File: config.mk
export PLATFORM = sky130hd
export DESIGN_NAME = pb_io_bridge_flat
export DESIGN_NICKNAME = d
export VERILOG_FILES = /design/src/rtl/pb_io_pkg.sv /design/src/rtl/pb_io_if.sv /design/src/rtl/pb_irq_ctrl.sv /design/src/rtl/pb_io_bridge.sv /design/src/flat_wrapper.sv
export SDC_FILE = /design/constraint.sdc
export NUM_CORES = 1
export LEC_CHECK = 0
export BUFFER_PORTS_ARGS = -buffer_cell sky130_fd_sc_hd__buf_2
export CAP_MARGIN = 15
export CORE_MARGIN = 2
export CORE_UTILIZATION = 40
export DETAILED_ROUTE_END_ITERATION = 6
export PLACE_DENSITY = 0.67
export SYNTH_ARGS = -nofsm -noshare
export SYNTH_HDL_FRONTEND = slang
export SYNTH_HIERARCHICAL = 1
export SYNTH_SLANG_ARGS = --single-unit
File: constraint.sdc
create_clock -name clk -period 1.38 [get_ports clk]
set_input_delay 0.069 -clock clk [delete_from_list [all_inputs] [get_ports clk]]
set_output_delay 0.069 -clock clk [all_outputs]
set_load 0.05 [all_outputs]
File: src/rtl/pb_io_pkg.sv
// Shared constants for the kcpsm6 port bridge: interrupt register addresses,
// the "no vector" code and the interrupt FSM state encoding.
package pb_io_pkg;

  localparam logic [7:0] ADDR_IRQ_STAT = 8'hF0;
  localparam logic [7:0] ADDR_IRQ_MASK = 8'hF1;
  localparam logic [7:0] ADDR_IRQ_VEC  = 8'hF2;
  localparam logic [7:0] VEC_NONE      = 8'hFF;

  typedef enum logic [1:0] {
    IDLE = 2'd0,
    REQ  = 2'd1,
    SERV = 2'd2
  } irq_state_t;

endpackage

File: src/rtl/pb_io_if.sv
// kcpsm6 port bus. Writes are qualified by write_strobe in the cycle port_id/out_port
// are valid (no back-pressure); in_port is a registered reply to port_id, read_strobe is informational.
interface pb_io_if;
  logic [7:0] port_id;
  logic [7:0] out_port;
  logic       write_strobe;
  logic       read_strobe;
  logic       interrupt_ack;
  logic [7:0] in_port;
  logic       interrupt;

  modport master (
    output port_id, out_port, write_strobe, read_strobe, interrupt_ack,
    input  in_port, interrupt
  );

  modport slave (
    input  port_id, out_port, write_strobe, read_strobe, interrupt_ack,
    output in_port, interrupt
  );
endinterface

File: src/rtl/pb_irq_ctrl.sv
// Edge-triggered interrupt controller: pending/mask registers, priority vector and
// request FSM. PB_IO_SYNC_EN adds a 2-flop synchroniser on irq_src.
module pb_irq_ctrl
  import pb_io_pkg::*;
#(
  parameter int N_IRQ = 4
) (
  input  logic             clk,
  input  logic             rst,
  input  logic [N_IRQ-1:0] irq_src,
  input  logic             stat_we,
  input  logic             mask_we,
  input  logic [7:0]       wdata,
  input  logic             irq_ack,
  output logic [7:0]       pending_rd,
  output logic [7:0]       mask_rd,
  output logic [7:0]       vector,
  output logic             interrupt,
  output irq_state_t       state
);

  logic [N_IRQ-1:0] src;
  logic [N_IRQ-1:0] src_prev;
  logic [N_IRQ-1:0] pending;
  logic [N_IRQ-1:0] mask;
  logic [N_IRQ-1:0] rise;
  logic [N_IRQ-1:0] clr;
  logic [N_IRQ-1:0] act;
  irq_state_t       state_next;
  logic             unused_wdata;

  assign unused_wdata = ^wdata;

`ifdef PB_IO_SYNC_EN
  logic [N_IRQ-1:0] src_s1;
  logic [N_IRQ-1:0] src_s2;

  always_ff @(posedge clk or posedge rst) begin
    if (rst) begin
      src_s1 <= '0;
      src_s2 <= '0;
    end else begin
      src_s1 <= irq_src;
      src_s2 <= src_s1;
    end
  end

  assign src = src_s2;
`else
  assign src = irq_src;
`endif

  assign rise = src & ~src_prev;
  assign clr  = stat_we ? wdata[N_IRQ-1:0] : '0;
  assign act  = pending & mask;

  // A rising edge in the same cycle as a W1C of that bit keeps the bit set.
  always_ff @(posedge clk or posedge rst) begin
    if (rst) begin
      src_prev <= '0;
      pending  <= '0;
      mask     <= '0;
    end else begin
      src_prev <= src;
      pending  <= (pending & ~clr) | rise;
      if (mask_we) begin
        mask <= wdata[N_IRQ-1:0];
      end
    end
  end

  always_comb begin
    pending_rd = 8'h00;
    mask_rd    = 8'h00;
    for (int i = 0; i < N_IRQ; i++) begin
      pending_rd[i] = pending[i];
      mask_rd[i]    = mask[i];
    end
  end

  // Lowest index wins, so scan downwards and let the last hit stand.
  always_comb begin
    vector = VEC_NONE;
    for (int i = N_IRQ - 1; i >= 0; i--) begin
      if (act[i]) begin
        vector = 8'(i);
      end
    end
  end

  always_ff @(posedge clk or posedge rst) begin
    if (rst) begin
      state <= IDLE;
    end else begin
      state <= state_next;
    end
  end

  always_comb begin
    state_next = state;
    interrupt  = 1'b0;
    case (state)
      IDLE: begin
        if (|act) begin
          state_next = REQ;
        end
      end
      REQ: begin
        interrupt = 1'b1;
        if (irq_ack) begin
          state_next = SERV;
        end else if (~|act) begin
          state_next = IDLE;
        end
      end
      SERV: begin
        if (~|act) begin
          state_next = IDLE;
        end
      end
      default: begin
        state_next = IDLE;
      end
    endcase
  end

endmodule

File: src/rtl/pb_io_bridge.sv
// kcpsm6 port decode / input mux / key decode bridge with an interrupt controller.
// PB_IO_SYNC_EN adds 2-flop synchronisers on in_ch and irq_src.
module pb_io_bridge
  import pb_io_pkg::*;
#(
  parameter int         N_OUT    = 4,
  parameter int         N_IN     = 4,
  parameter int         N_IRQ    = 4,
  parameter logic [7:0] KEY_PORT = 8'h01,
  parameter logic [7:0] KEY_INC  = 8'h1D,
  parameter logic [7:0] KEY_DEC  = 8'h1B
) (
  input  logic              clk,
  input  logic              reset,
  pb_io_if.slave            bus,
  input  logic [8*N_IN-1:0] in_ch,
  input  logic [N_IRQ-1:0]  irq_src,
  output logic [8*N_OUT-1:0] out_regs,
  output logic [N_OUT-1:0]  out_wr,
  output logic              inc_pulse,
  output logic              dec_pulse,
  output irq_state_t        irq_state
);

  logic [8*N_IN-1:0] ch;
  logic [7:0]        pending_rd;
  logic [7:0]        mask_rd;
  logic [7:0]        vector;
  logic [7:0]        rd_mux;
  logic              stat_we;
  logic              mask_we;
  logic              key_wr;
  logic              unused_rd;

  assign unused_rd = bus.read_strobe;

`ifdef PB_IO_SYNC_EN
  logic [8*N_IN-1:0] ch_s1;

  always_ff @(posedge clk or posedge reset) begin
    if (reset) begin
      ch_s1 <= '0;
      ch    <= '0;
    end else begin
      ch_s1 <= in_ch;
      ch    <= ch_s1;
    end
  end
`else
  assign ch = in_ch;
`endif

  assign stat_we = bus.write_strobe && (bus.port_id == ADDR_IRQ_STAT);
  assign mask_we = bus.write_strobe && (bus.port_id == ADDR_IRQ_MASK);
  assign key_wr  = bus.write_strobe && (bus.port_id == KEY_PORT);

  pb_irq_ctrl #(
    .N_IRQ(N_IRQ)
  ) u_irq (
    .clk       (clk),
    .rst       (reset),
    .irq_src   (irq_src),
    .stat_we   (stat_we),
    .mask_we   (mask_we),
    .wdata     (bus.out_port),
    .irq_ack   (bus.interrupt_ack),
    .pending_rd(pending_rd),
    .mask_rd   (mask_rd),
    .vector    (vector),
    .interrupt (bus.interrupt),
    .state     (irq_state)
  );

  always_comb begin
    rd_mux = 8'h00;
    if (bus.port_id == ADDR_IRQ_STAT) begin
      rd_mux = pending_rd;
    end else if (bus.port_id == ADDR_IRQ_MASK) begin
      rd_mux = mask_rd;
    end else if (bus.port_id == ADDR_IRQ_VEC) begin
      rd_mux = vector;
    end else begin
      for (int i = 0; i < N_IN; i++) begin
        if (bus.port_id == 8'(i)) begin
          rd_mux = ch[8*i +: 8];
        end
      end
    end
  end

  always_ff @(posedge clk or posedge reset) begin
    if (reset) begin
      out_regs    <= '0;
      out_wr      <= '0;
      inc_pulse   <= 1'b0;
      dec_pulse   <= 1'b0;
      bus.in_port <= 8'h00;
    end else begin
      out_wr <= '0;
      for (int i = 0; i < N_OUT; i++) begin
        if (bus.write_strobe && (bus.port_id == 8'(i))) begin
          out_regs[8*i +: 8] <= bus.out_port;
          out_wr[i]          <= 1'b1;
        end
      end
      inc_pulse   <= key_wr && (bus.out_port == KEY_INC);
      dec_pulse   <= key_wr && (bus.out_port == KEY_DEC);
      bus.in_port <= rd_mux;
    end
  end

endmodule

File: src/flat_wrapper.sv
// flat-port wrapper written by rule: the top's interface ports become plain ports
module pb_io_bridge_flat import pb_io_pkg::*;
#(
  parameter int         N_OUT    = 4,
  parameter int         N_IN     = 4,
  parameter int         N_IRQ    = 4,
  parameter logic [7:0] KEY_PORT = 8'h01,
  parameter logic [7:0] KEY_INC  = 8'h1D,
  parameter logic [7:0] KEY_DEC  = 8'h1B
)
  (clk, reset, in_ch, irq_src, out_regs, out_wr, inc_pulse, dec_pulse, irq_state, bus_port_id, bus_out_port, bus_write_strobe, bus_read_strobe, bus_interrupt_ack, bus_in_port, bus_interrupt);
  pb_io_if bus_i ();
  input  logic clk;
  input  logic reset;
  input  logic [8*N_IN-1:0] in_ch;
  input  logic [N_IRQ-1:0] irq_src;
  output logic [8*N_OUT-1:0] out_regs;
  output logic [N_OUT-1:0] out_wr;
  output logic inc_pulse;
  output logic dec_pulse;
  output irq_state_t irq_state;
  input wire logic [$bits(bus_i.port_id)-1:0] bus_port_id;
  input wire logic [$bits(bus_i.out_port)-1:0] bus_out_port;
  input wire logic [$bits(bus_i.write_strobe)-1:0] bus_write_strobe;
  input wire logic [$bits(bus_i.read_strobe)-1:0] bus_read_strobe;
  input wire logic [$bits(bus_i.interrupt_ack)-1:0] bus_interrupt_ack;
  output wire logic [$bits(bus_i.in_port)-1:0] bus_in_port;
  output wire logic [$bits(bus_i.interrupt)-1:0] bus_interrupt;
  assign bus_i.port_id = bus_port_id;
  assign bus_i.out_port = bus_out_port;
  assign bus_i.write_strobe = bus_write_strobe;
  assign bus_i.read_strobe = bus_read_strobe;
  assign bus_i.interrupt_ack = bus_interrupt_ack;
  assign bus_in_port = bus_i.in_port;
  assign bus_interrupt = bus_i.interrupt;
  pb_io_bridge #(.N_OUT(N_OUT), .N_IN(N_IN), .N_IRQ(N_IRQ), .KEY_PORT(KEY_PORT), .KEY_INC(KEY_INC), .KEY_DEC(KEY_DEC)) u_core (.clk(clk), .reset(reset), .bus(bus_i), .in_ch(in_ch), .irq_src(irq_src), .out_regs(out_regs), .out_wr(out_wr), .inc_pulse(inc_pulse), .dec_pulse(dec_pulse), .irq_state(irq_state));
endmodule
==> out/metrics.yaml <==
yosys:
  synth-warning-count: 6
  synthCells: 266
  ys_types: 37
  syn_avg_cell_area_um2: 11.0
  syn_area_um2: 2930
  yosysSeqAreaShare: 0.513
  ys_ff_latch: 60
cts:
  cts_tree: "built"
  clk_pin_slew_ps: 70
  htreeDepth: 3
  clock_sinks: 60
  cts_buffer_depth: 2
  root_buffer: "clkbuf_8"
  numCtsBuffers: 9
  insertion_delay_ps: 330
run_status:
  run_status: "complete, but fails checks"
  violations: "setup timing"
detailed_routing:
  drc: 0
  drtAntennaViolNets: 0
  wl_mm: 6.96
  vias: 2403
  drt-initial-drc-count: 103
  drt_pass1_iterations: 4
  wl_per_cell_um: 14.0
  routed_via_density: 4.84
sta:
  tightest_slew_ps: 528
  setup-violations-final: 11
  finalMaxSlewViolations: 0
  fin_crit_sh: 1.06
  fin_ws_ps: -79.3
  skew_ps: 7.97
  hold_violations: 0
  period_needed_ps: 1460
  max-slew-margin-rel: 0.648
  grt_setup_unrepaired: "true"
  hold_slack_ps: 24.7
  fmax_mhz: 685
setup_path:
  start_kind: "input port"
  crit_fanout: 2
  cp-end-kind: "flip-flop"
  path_class: "in2reg"
  critPathRequiredTime_ps: 1630
  worstPathArrival_ps: 1710
place:
  portBuffers: 104
  gp_routability_congestion: 0.807
  hpwlAfterDp_mm: 5.10
  place_inst: 471
power_and_ir_drop:
  power_density_nw_per_um2: 1140
  vdd_drop_max_v: 0.000687
  p_leak_nw: 2.11
run:
  cap_violations: 0
layout:
  antennaDiodeCount: 0
  finalNonFillerCells: 496
  drive_gt1_frac: 0.484
  utilization: 0.560
  syn_to_final_growth_pct: 37.4
  fillers: 645
  nets: 449
floorplanning:
  die_x_um: 89.5
  initial_core_util: 0.408
  core_area_um2: 7180
  io_pins: 106
  dieHeight_um: 89.5
  num_rows: 31
  die_area_um2: 8010
global_routing:
  grt_usage: 0.182
  antenna_found_initial: 0
  grt_pass1_wl_mm: 10.9
  grt_pass1_vias: 2336
  grt_max_degree: 47
  grt_overflow_total: 0
min_path:
  hp-class: "in2reg"
## cells by family (layout without fill, tap and decap cells)
logic type	after synthesis	after routing	synth area share
and+or+nand+nor	68	68	0.131
DFF	60	60	0.513
AOI/OAI and AO/OA	56	56	0.116
muxes	45	45	0.170
buffers and inverters	36	160	0.0680
other	1	8	0.00128
## critical path: stages
cell and delay (ps):
buf_6 90, or4_4 540, or3_4 380, or4_4 450, nor3b_2 170
## synth_stat cells, drive strengths merged
master   instances  area [um2]
dfrtp           60        1500
mux2            37         417
o21ai           22         114
nand2           21        86.3
buf             18         131
a21oi           16        80.1
nor3            12        70.1
clkbuf           9        33.8
inv              9        33.8
nand2b           9        56.3
mux2i            8        80.1
nor2b            8        50.1
o22ai            7        43.8
o2bb2ai          7        61.3
nor2             5        18.8
or4              3        30.0
a22oi            2        20.0
nor3b            2        15.0
or3              2        12.5
a211oi           1        12.5
and3             1        11.3
conb             1        3.75
nand3            1        5.00
nand3b           1        7.51
nand4            1        6.26
nand4b           1        8.76
nor4             1        6.26
o32ai            1        8.76
## layout make-up
| class | count | area (um2) | area share |
|---|---|---|---|
| clock buffers | 11 | 151 | 0.0377 |
| clock inverters | 5 | 108 | 0.0268 |
| inverters | 9 | 33.8 | 0.00841 |
| multi-input cells | 177 | 1290 | 0.322 |
| flip-flops and latches | 60 | 1500 | 0.374 |
| well taps | 99 | 124 | 0.0308 |
| repair buffers | 135 | 808 | 0.201 |
## final timing paths
check	from	endpoint	slack [ps]	depth (start not counted)
worst max-delay path	bus_port_id[5]	u_core/inc_pulse	-80	5
worst min-delay path	bus_out_port[1]	u_core/inc_pulse	20	2
worst max register to register	u_core/u_irq/mask[1]	u_core/bus.in_port[6]	100	6
worst min register to register	u_core/u_irq/src_prev[0]	u_core/u_irq/pending[0]	410	1
max in group asynchronous	reset	u_core/u_irq/pending[2]	700	3
min in group asynchronous	reset	u_core/out_regs[24]	310	4
## per-stage QoR
| stage | power, mW | cell area (um2) | setup slack, ps | setup TNS (ps) |
|---|---|---|---|---|
| CTS | 4.63 | 3970 | -88.7 | -186 |
| global placement | 2.59 | 3640 | -462 | -14180 |
| floorplan | 2.40 | 2980 | -551 | -9110 |
| global route | 4.80 | 4020 | -80.2 | -300 |
| detailed placement | 2.60 | 3640 | -488 | -14520 |
| finish | 4.59 | 4020 | -79.3 | -333 |
## layout by cell type, fill, tap and decap left out, types with 7 or more instances in the layout
cell      netlist  final
nor3_1         10     10
a21oi_1        16     16
dfrtp_1        60     60
o21ai_0        16     16
mux2i_1         8      8
o22ai_1         7      7
nand2_1        20     20
nand2b_1        9      9
buf_4          13     19
clkbuf_8        0     11
buf_2           0    104
nor2b_1         8      7
conb_1          1      8
mux2_2         31     31
inv_1           9      8
## repair_timing
action | in CTS | in global routing
hold buffers | 6 | 0
resized for setup | 3 | 5
endpoints found under the hold margin | 70 | 0
setup endpoints to repair | 12 | 26
setup buffers | 0 | 2
gates cloned | 0 | 1
pin swaps | 3 | 5
## registers in the layout, summed over array words and instances, names as in the netlist
register               cells
u_core/out_wr              4
u_core/out_regs           32
u_core/bus.in_port         8
u_core/u_irq/state         2
u_core/u_irq/pending       4
u_core/u_irq/src_prev      4
u_core/inc_pulse           1
u_core/dec_pulse           1
u_core/u_irq/mask          4
## per-layer routing
| metal | track usage | share of wire | routed length [um] | vias up |
|---|---|---|---|---|
| li1 | - | - | - | 1174 |
| met1 | 0.231 | 0.42 | 2950 | 1157 |
| met2 | 0.297 | 0.51 | 3550 | 60 |
| met3 | 0.0582 | 0.047 | 326 | 12 |
| met4 | 0.0543 | 0.018 | 128 | 0 |
| met5 | 0 | 0 | 0 | - |
## power by group
part | switching (mW) | internal, mW | total, mW
clock | 0.695 | 1.30 | 2.00
combinational | 0.462 | 0.264 | 0.725
sequential | 0.0404 | 1.83 | 1.87
total | 1.20 | 3.39 | 4.59
Power figures use the tool's default switching activity.
